## src/rtl/dma_line_writer.sv

```systemverilog
// dma_line_writer: bus-mastering DMA that copies device lines into memory, one 4-word burst at a time.
module dma_line_writer #(
  parameter int ADDR_W     = 16,
  parameter int LEN_W      = 16,
  parameter int LINE_WORDS = 4
) (
  input  logic              clk,
  input  logic              reset_n,
  input  logic              cmd_valid,
  input  logic [ADDR_W-1:0] cmd_addr,
  input  logic [LEN_W-1:0]  cmd_len,
  output logic              cmd_ready,
  output logic              bus_req,
  input  logic              bus_grant,
  input  logic              dev_valid,
  input  logic [63:0]       dev_data,
  output logic              dev_ready,
  output logic              mem_write,
  output logic [ADDR_W-1:0] mem_addr,
  output logic [63:0]       mem_wdata,
  output logic [3:0]        mem_wmask,
  input  logic              mem_ack,
  output logic              dma_end,
  output logic              busy
);
  typedef enum logic [2:0] {IDLE, REQ, FETCH, WRITE, DONE} state_t;
  state_t            r_state;
  logic [ADDR_W-1:0] r_addr;
  logic [LEN_W-1:0]  r_left;
  logic              w_full;
  logic [LEN_W-1:0]  w_left_next;
  logic [3:0]        w_mask;
  assign w_full      = r_left >= LEN_W'(LINE_WORDS);
  assign w_left_next = w_full ? r_left - LEN_W'(LINE_WORDS) : '0;
  assign w_mask      = w_full ? 4'b1111 : (4'b1 << r_left[1:0]) - 4'd1;
  always_ff @(posedge clk) begin
    if (!reset_n) begin
      r_state   <= IDLE;
      r_addr    <= '0;
      r_left    <= '0;
      cmd_ready <= 1'b1;
      bus_req   <= 1'b0;
      dev_ready <= 1'b0;
      mem_write <= 1'b0;
      mem_addr  <= '0;
      mem_wdata <= '0;
      mem_wmask <= '0;
      dma_end   <= 1'b0;
      busy      <= 1'b0;
    end else begin
      dev_ready <= 1'b0;
      dma_end   <= 1'b0;
      case (r_state)
        IDLE: if (cmd_valid) begin
          cmd_ready <= 1'b0;
          busy      <= 1'b1;
          if (cmd_len == '0) begin
            r_state <= DONE;
            dma_end <= 1'b1;
          end else begin
            r_state <= REQ;
            bus_req <= 1'b1;
            r_addr  <= cmd_addr & ~ADDR_W'(3);
            r_left  <= cmd_len;
          end
        end
        REQ: if (bus_grant) r_state <= FETCH;
        // Losing grant here backs off before any line is consumed.
        FETCH: if (!bus_grant) r_state <= REQ;
        else if (dev_valid) begin
          r_state   <= WRITE;
          dev_ready <= 1'b1;
          mem_write <= 1'b1;
          mem_addr  <= r_addr;
          mem_wdata <= dev_data;
          mem_wmask <= w_mask;
        end
        WRITE: if (mem_ack) begin
          mem_write <= 1'b0;
          r_addr    <= r_addr + ADDR_W'(LINE_WORDS);
          r_left    <= w_left_next;
          if (w_left_next == '0) begin
            r_state <= DONE;
            bus_req <= 1'b0;
            dma_end <= 1'b1;
          end else r_state <= bus_grant ? FETCH : REQ;
        end
        DONE: begin
          r_state   <= IDLE;
          cmd_ready <= 1'b1;
          busy      <= 1'b0;
        end
        default: r_state <= IDLE;
      endcase
    end
  end
endmodule

```

## config.mk

```make
export PLATFORM = sky130hd
export DESIGN_NAME = dma_line_writer
export DESIGN_NICKNAME = d
export VERILOG_FILES = /design/src/rtl/dma_line_writer.sv
export SDC_FILE = /design/constraint.sdc
export NUM_CORES = 1
export LEC_CHECK = 0
export ABC_AREA = 1
export ABC_CLOCK_PERIOD_IN_PS = 2400
export CAP_MARGIN = 15
export CORE_AREA = 2 2 137 139
export CTS_BUF_LIST = sky130_fd_sc_hd__clkbuf_16
export CTS_CLUSTER_SIZE = 16
export DETAILED_ROUTE_END_ITERATION = 12
export DIE_AREA = 0 0 139 141
export PLACE_DENSITY = 0.63
export RECOVER_POWER = 100
export SLEW_MARGIN = 25
export SYNTH_ARGS = -nofsm -noshare
export SYNTH_HDL_FRONTEND = slang
export SYNTH_SLANG_ARGS = --single-unit
```

## constraint.sdc

```tcl
create_clock -name clk -period 2.4 [get_ports clk]
set_input_delay 0.48 -clock clk [delete_from_list [all_inputs] [get_ports clk]]
set_output_delay 0.48 -clock clk [all_outputs]
set_load 0.02 [all_outputs]
```

* Word-level counts from Yosys, hierarchy flattened
Index checks and enable logic that the tools add are counted.
Storage, ports and cells: bits in registers 125, bits of input ports 102, output and inout bits 90, word-level logic and storage cells 80
Operators by class: add/subtract/negate cells 3, $lt $le $gt $ge 1, eq/ne operators 12, shift-type cells 1, multiplexer cells 38, reductions and logical operators 13
Operator list (count):
- $mux W16 | 7
- $pmux W16 S2 | 2
- $logic_not A16 Y1 | 2
- $mux W3 | 7
- $add A16 B3 Y16 const B | 1
- $ge A16 B3 Y1 const B | 1
- $sub A16 B3 Y16 const B | 1
- $mux W1 | 14
- $ne A2 B2 Y1 const B | 7
- $pmux W3 S4 | 1
- $reduce_and A4 Y1 | 3
- $pmux W1 S2 | 5
- $eq A3 B2 Y1 const B | 2
- $reduce_and A3 Y1 | 2
- $reduce_bool A2 Y1 | 3
- $reduce_and A5 Y1 | 1
- $mux W4 | 1
- $shl A1 B2 Y4 const A | 1
- $sub A4 B1 Y4 const B | 1
- $eq A3 B1 Y1 const B | 1
- $eq A3 B3 Y1 const B | 1
- $logic_not A3 Y1 | 1
- $ne A3 B3 Y1 const B | 1
- $mux W2 | 1
- $reduce_and A2 Y1 | 1

* Depth between registers and ports, before layout
Gate-level depths: netlist of run 1.
depth after elaboration 6, mapped depth 15, depth with buffers taken out 14

* Least setup slack after synthesis of run 1
OpenSTA, ideal clock, no wires.
kind register to register, start register r_left[2], end register r_state[0], setup time 0.132 ns, arrival time 1.823 ns, required time 2.268 ns, setup slack 0.445 ns, cell stages (with the launch flop) 15, buffers on the path 1, period minus slack after synthesis 1.955 ns, cell sequence dfxtp_1 > inv_2 > ha_1 > nand2_1 > nor2_4 > nand3_2 > buf_2 > o21ai_1 > nand2_1 > nor2_1 > nand3_1 > nand3_1 > nand2_1 > nand2_1 > a21oi_1
On the way: longest elaborated chain between the ends 6, elaborated cells between the ends (all ways) 7, those cells by class add/sub (1); order compare (1); mux (4); reduce/logical (1)
RTL lines:
- start: declaration | line 29 | logic [LEN_W-1:0] r_left;
- start signal: assignment | line 64 | r_left <= cmd_len;
- start signal: assignment | line 81 | r_left <= w_left_next;
- $sub A16 B3 Y16 / $ge A16 B3 Y1 (equally long branches) | line 34, 33
- $mux W16 * | line 34 | assign w_left_next = w_full ? r_left - LEN_W'(LINE_WORDS) : '0;
- $logic_not A16 Y1 * | line 82 | if (w_left_next == '0) begin
- $mux W3 * | line 82
- $mux W3 * | line 78 | WRITE: if (mem_ack) begin
- $pmux W3 S4 * | line 53 | case (r_state)
- end signal: assignment | line 86 | end else r_state <= bus_grant ? FETCH : REQ;
- end: declaration | line 27 | state_t r_state;
Every way passes the cells marked *; elsewhere a longest branch is shown, timed or not. The select of a mux whose other input is x is not followed. A chain may end at the register's enable or synchronous reset.

* Worst setup path after layout of run 1
start input bus_grant, end register mem_wdata[24]
On the way: longest elaborated chain between the ends 1
RTL lines:
- start: declaration | line 14 | input logic bus_grant,
- $reduce_and A3 Y1 (no source line)
- end signal: assignment | line 75 | mem_wdata <= dev_data;
- end: declaration | line 20 | output logic [63:0] mem_wdata,
Every way passes these cells.

==> impl_results.md, run 1 <==
* First-pass GRT wire length at roughly 26 mm
* IO Count at ~190
* Syn_area_per_cell at approximately 7.2 um2
* Initial Util at 0.294
* Initial antenna violation count at 0
* Critical Path Start: bus_grant
* Core ar. at 18300 um2
* Cts repair resizes at 0
* Row Count at 50
* Largest net degree at the start of global routing at 95
* Setup violations, final at 0
* Setup CP Type: in2reg
* PwrDens at ~1100 nW/um2
* Dpl cells at approximately 1100
* Final TNS setup at 0 ns
* Synth Cell Area at roughly 5400 um2
* Clock Tree Root: clkbuf_16
* Clk_lat worst skew at 0.42 ns
* CTS Buf Count at 17
* R2R Path Start: r_left[2]
* Overall Global Routing Usage at 0.166
* WP data arrival at roughly 2.5 ns
* CTS max path bufs at 2
* Rel. slew slack at 0.527
* Routed Antenna Nets at 0
* Initial drt markers at 239
* H-Tree Depth at 4
* Die area at around 20000 um2
* Share of cells above drive strength 1 at 0.0763
* Total number of vias at roughly 5500
* Final Cycle Share at 0.905
* Leakage at 3.65 nW
* Final Slew Violations at 0
* Setup Skew at 0.00868 ns
* Register bit count reported by yosys at approximately 120
* DP Area at roughly 7600 um2
* Die width at about 140 um
* DR DRC count at 0
* Setup crit end kind: flip-flop
* Detailed Routing Iterations Pass 1 at 4
* Worst slew pin tran at just over 0.7 ns
* Peak VDD IR at 0.477 mV
* Status: finished clean
* Post-detail-place hpwl at approximately 11 mm
* Max_cap viols at 0
* Cell variety after synth at 39
* Vias in the first global route at approximately 5300
* Setup crit end: mem_wdata[24]
* IO buf count at between 150 and 200
* Via/cell ratio at ~4.6
* Critical Path Start Type: input port
* Cells after synthesis at between 700 and 800
* Clock sinks at ~120
* R2R depth at 13
* Unrepaired setup endpoints after global routing: false
* Routability cong. at ~0.84
* Total grt overflow at 0
* Finished Layout Cells at roughly 1200
* R2r endpoint: dma_end
* Yosys warns at 0
* Drt wl/cell at between 10 and 15 um
* R2r setup slk at 0.26 ns
* Die H at 141 um
* CP max FO at 64
* Final hold vios at 0
* CTS tree: done
* Final wirelength at ~16 mm
* Layout area overhead at 51.2%
* Fin nets at 1036
* Post-CTS setup buffer count at 0
* Fin Hold WS at roughly 0.46 ns
* Clock transition at path regs at approximately 0.060 ns
* Hold WC Path Type: reg2reg
* Peak Freq at roughly 460 MHz
* Hold buffers post-CTS at 0
* Critical Path RT at between 2 and 3 ns
* Fin area at between 8000 and 9000 um2
* Seq/Total Area, Yosys at 0.451
* Fin crit period at 2.17 ns
* # diodes at 0
==> critical path, cell delays in order <==
cell           delay [ns]
dlygate4sd3_1        0.59
inv_1                0.07
nor2_1               0.17
inv_2                0.05
nor2_1               0.39
inv_2                0.06
buf_4                0.32
nor2_1               0.21
nor2_1               0.06
==> metrics by stage <==
stage | power (mW) | setup WS [ns] | util
final | 8.65 | 0.228 | 0.445
after global placement | 6.14 | 0.0211 | 0.414
after global routing | 9.24 | 0.0596 | 0.445
after detailed placement | 6.15 | 0.0382 | 0.414
after floorplan | 4.97 | 0.445 | -
after CTS | 8.93 | 0.273 | 0.449
==> where the power goes <==
part	switching (mW)	leakage, nW	internal, mW
logic	1.94	2.36	1.24
clock network	0.997	0.311	1.74
registers	0.319	0.985	2.41
==> flip-flops by register name, indices dropped and copies added (netlist names), 3 cells and up <==
signal and cells:
mem_addr 14, r_state 3, r_addr 14, r_left 16, mem_wmask 4, mem_wdata 64
==> logic make-up after synthesis <==
group / share of synthesized area
flip-flops: 0.451
adder cells (fa/ha/maj): 0.00699
AO/OA/AOI/OAI: 0.199
XOR/XNOR: 0.0147
buffers and inverters: 0.0729
other: 0.000698
AND/OR/NAND/NOR: 0.255
==> layout by cell type, fill, tap and decap left out, drive strengths merged, types with 2 or more instances in the layout <==
cell type      count
a21oi             46
inv               55
bufinv             4
a221oi            14
nor3               7
conb               2
xor2               6
o211ai             2
a31oi              2
xnor2              3
nand4              6
dlygate4sd3       89
clkbuf            21
clkinv             7
dfxtp            121
o22ai              2
clkdlybuf4s50     97
o21ai            109
ha                 3
nand2             89
buf               17
nand3             32
a211oi             3
nor2             197
o221ai             3
==> worst min-delay path by stage <==
stage                           from         end  slack [ns]  cells past startpoint
after global placement          busy        busy        0.44                      2
final                      cmd_ready   cmd_ready        0.46                      2
after floorplan           r_addr[14]  r_addr[14]        0.44                      2
after detailed placement        busy        busy        0.45                      2
after CTS                 r_addr[14]  r_addr[14]        0.47                      2
after global routing       cmd_ready   cmd_ready        0.49                      2
==> synth_stat cells <==
cell      instances  area share
nor2_1          193        0.13
dfxtp_1         121        0.45
o21ai_0          98       0.091
nand2_1          89       0.062
a21oi_1          46       0.043
inv_1            39       0.027
clkbuf_1         33       0.023
nand3_1          31       0.029
inv_2            12      0.0084
o21ai_1          11       0.010
a221oi_2         10       0.028
nand4_1           6      0.0070
nor3_1            6      0.0056
xor2_1            6      0.0098
a221oi_1          4      0.0065
buf_2             4      0.0037
a211oi_1          3      0.0042
buf_6             3      0.0063
ha_1              3      0.0070
o221ai_1          3      0.0049
xnor2_1           3      0.0049
a31oi_1           2      0.0023
buf_4             2      0.0028
nor2_2            2      0.0023
nor2_4            2      0.0042
o211ai_1          2      0.0028
and2_1            1      0.0012
and3_1            1      0.0012
buf_1             1     0.00070
clkinv_1          1     0.00070
conb_1            1     0.00070
nand3_2           1      0.0019
nand3b_1          1      0.0014
nor3_4            1      0.0030
o21a_1            1      0.0014
o22ai_1           1      0.0012
o22ai_2           1      0.0023
o31ai_1           1      0.0014
or2_1             1      0.0012
==> layer usage <==
metal  global-route usage  share of wire
met5                    0              0
met4               0.0643          0.019
met3               0.0669          0.087
met2                0.272           0.46
met1                0.196           0.43
==> cell type report <==
class / count / area, um2
fill: 1862 / 10100
clock inverter: 15 / 201
tap: 234 / 293
multi-input combinational: 532 / 2540
clock buffer: 17 / 425
inverter: 52 / 195
timing repair buffer: 207 / 2050
sequential: 121 / 2420
Power figures use the tool's default switching activity.
==> inputs of run 2 (changes only) <==
--- a/config.mk
+++ b/config.mk
@@ -10,6 +10,7 @@
 export CAP_MARGIN = 15
 export CORE_AREA = 2 2 137 139
 export CTS_BUF_LIST = sky130_fd_sc_hd__clkbuf_16
+export CTS_CLUSTER_DIAMETER = 80
 export CTS_CLUSTER_SIZE = 16
 export DETAILED_ROUTE_END_ITERATION = 12
 export DIE_AREA = 0 0 139 141
==> results of run 2 <==
No change in the layout: final DEF, timing and power equal those of run 1.
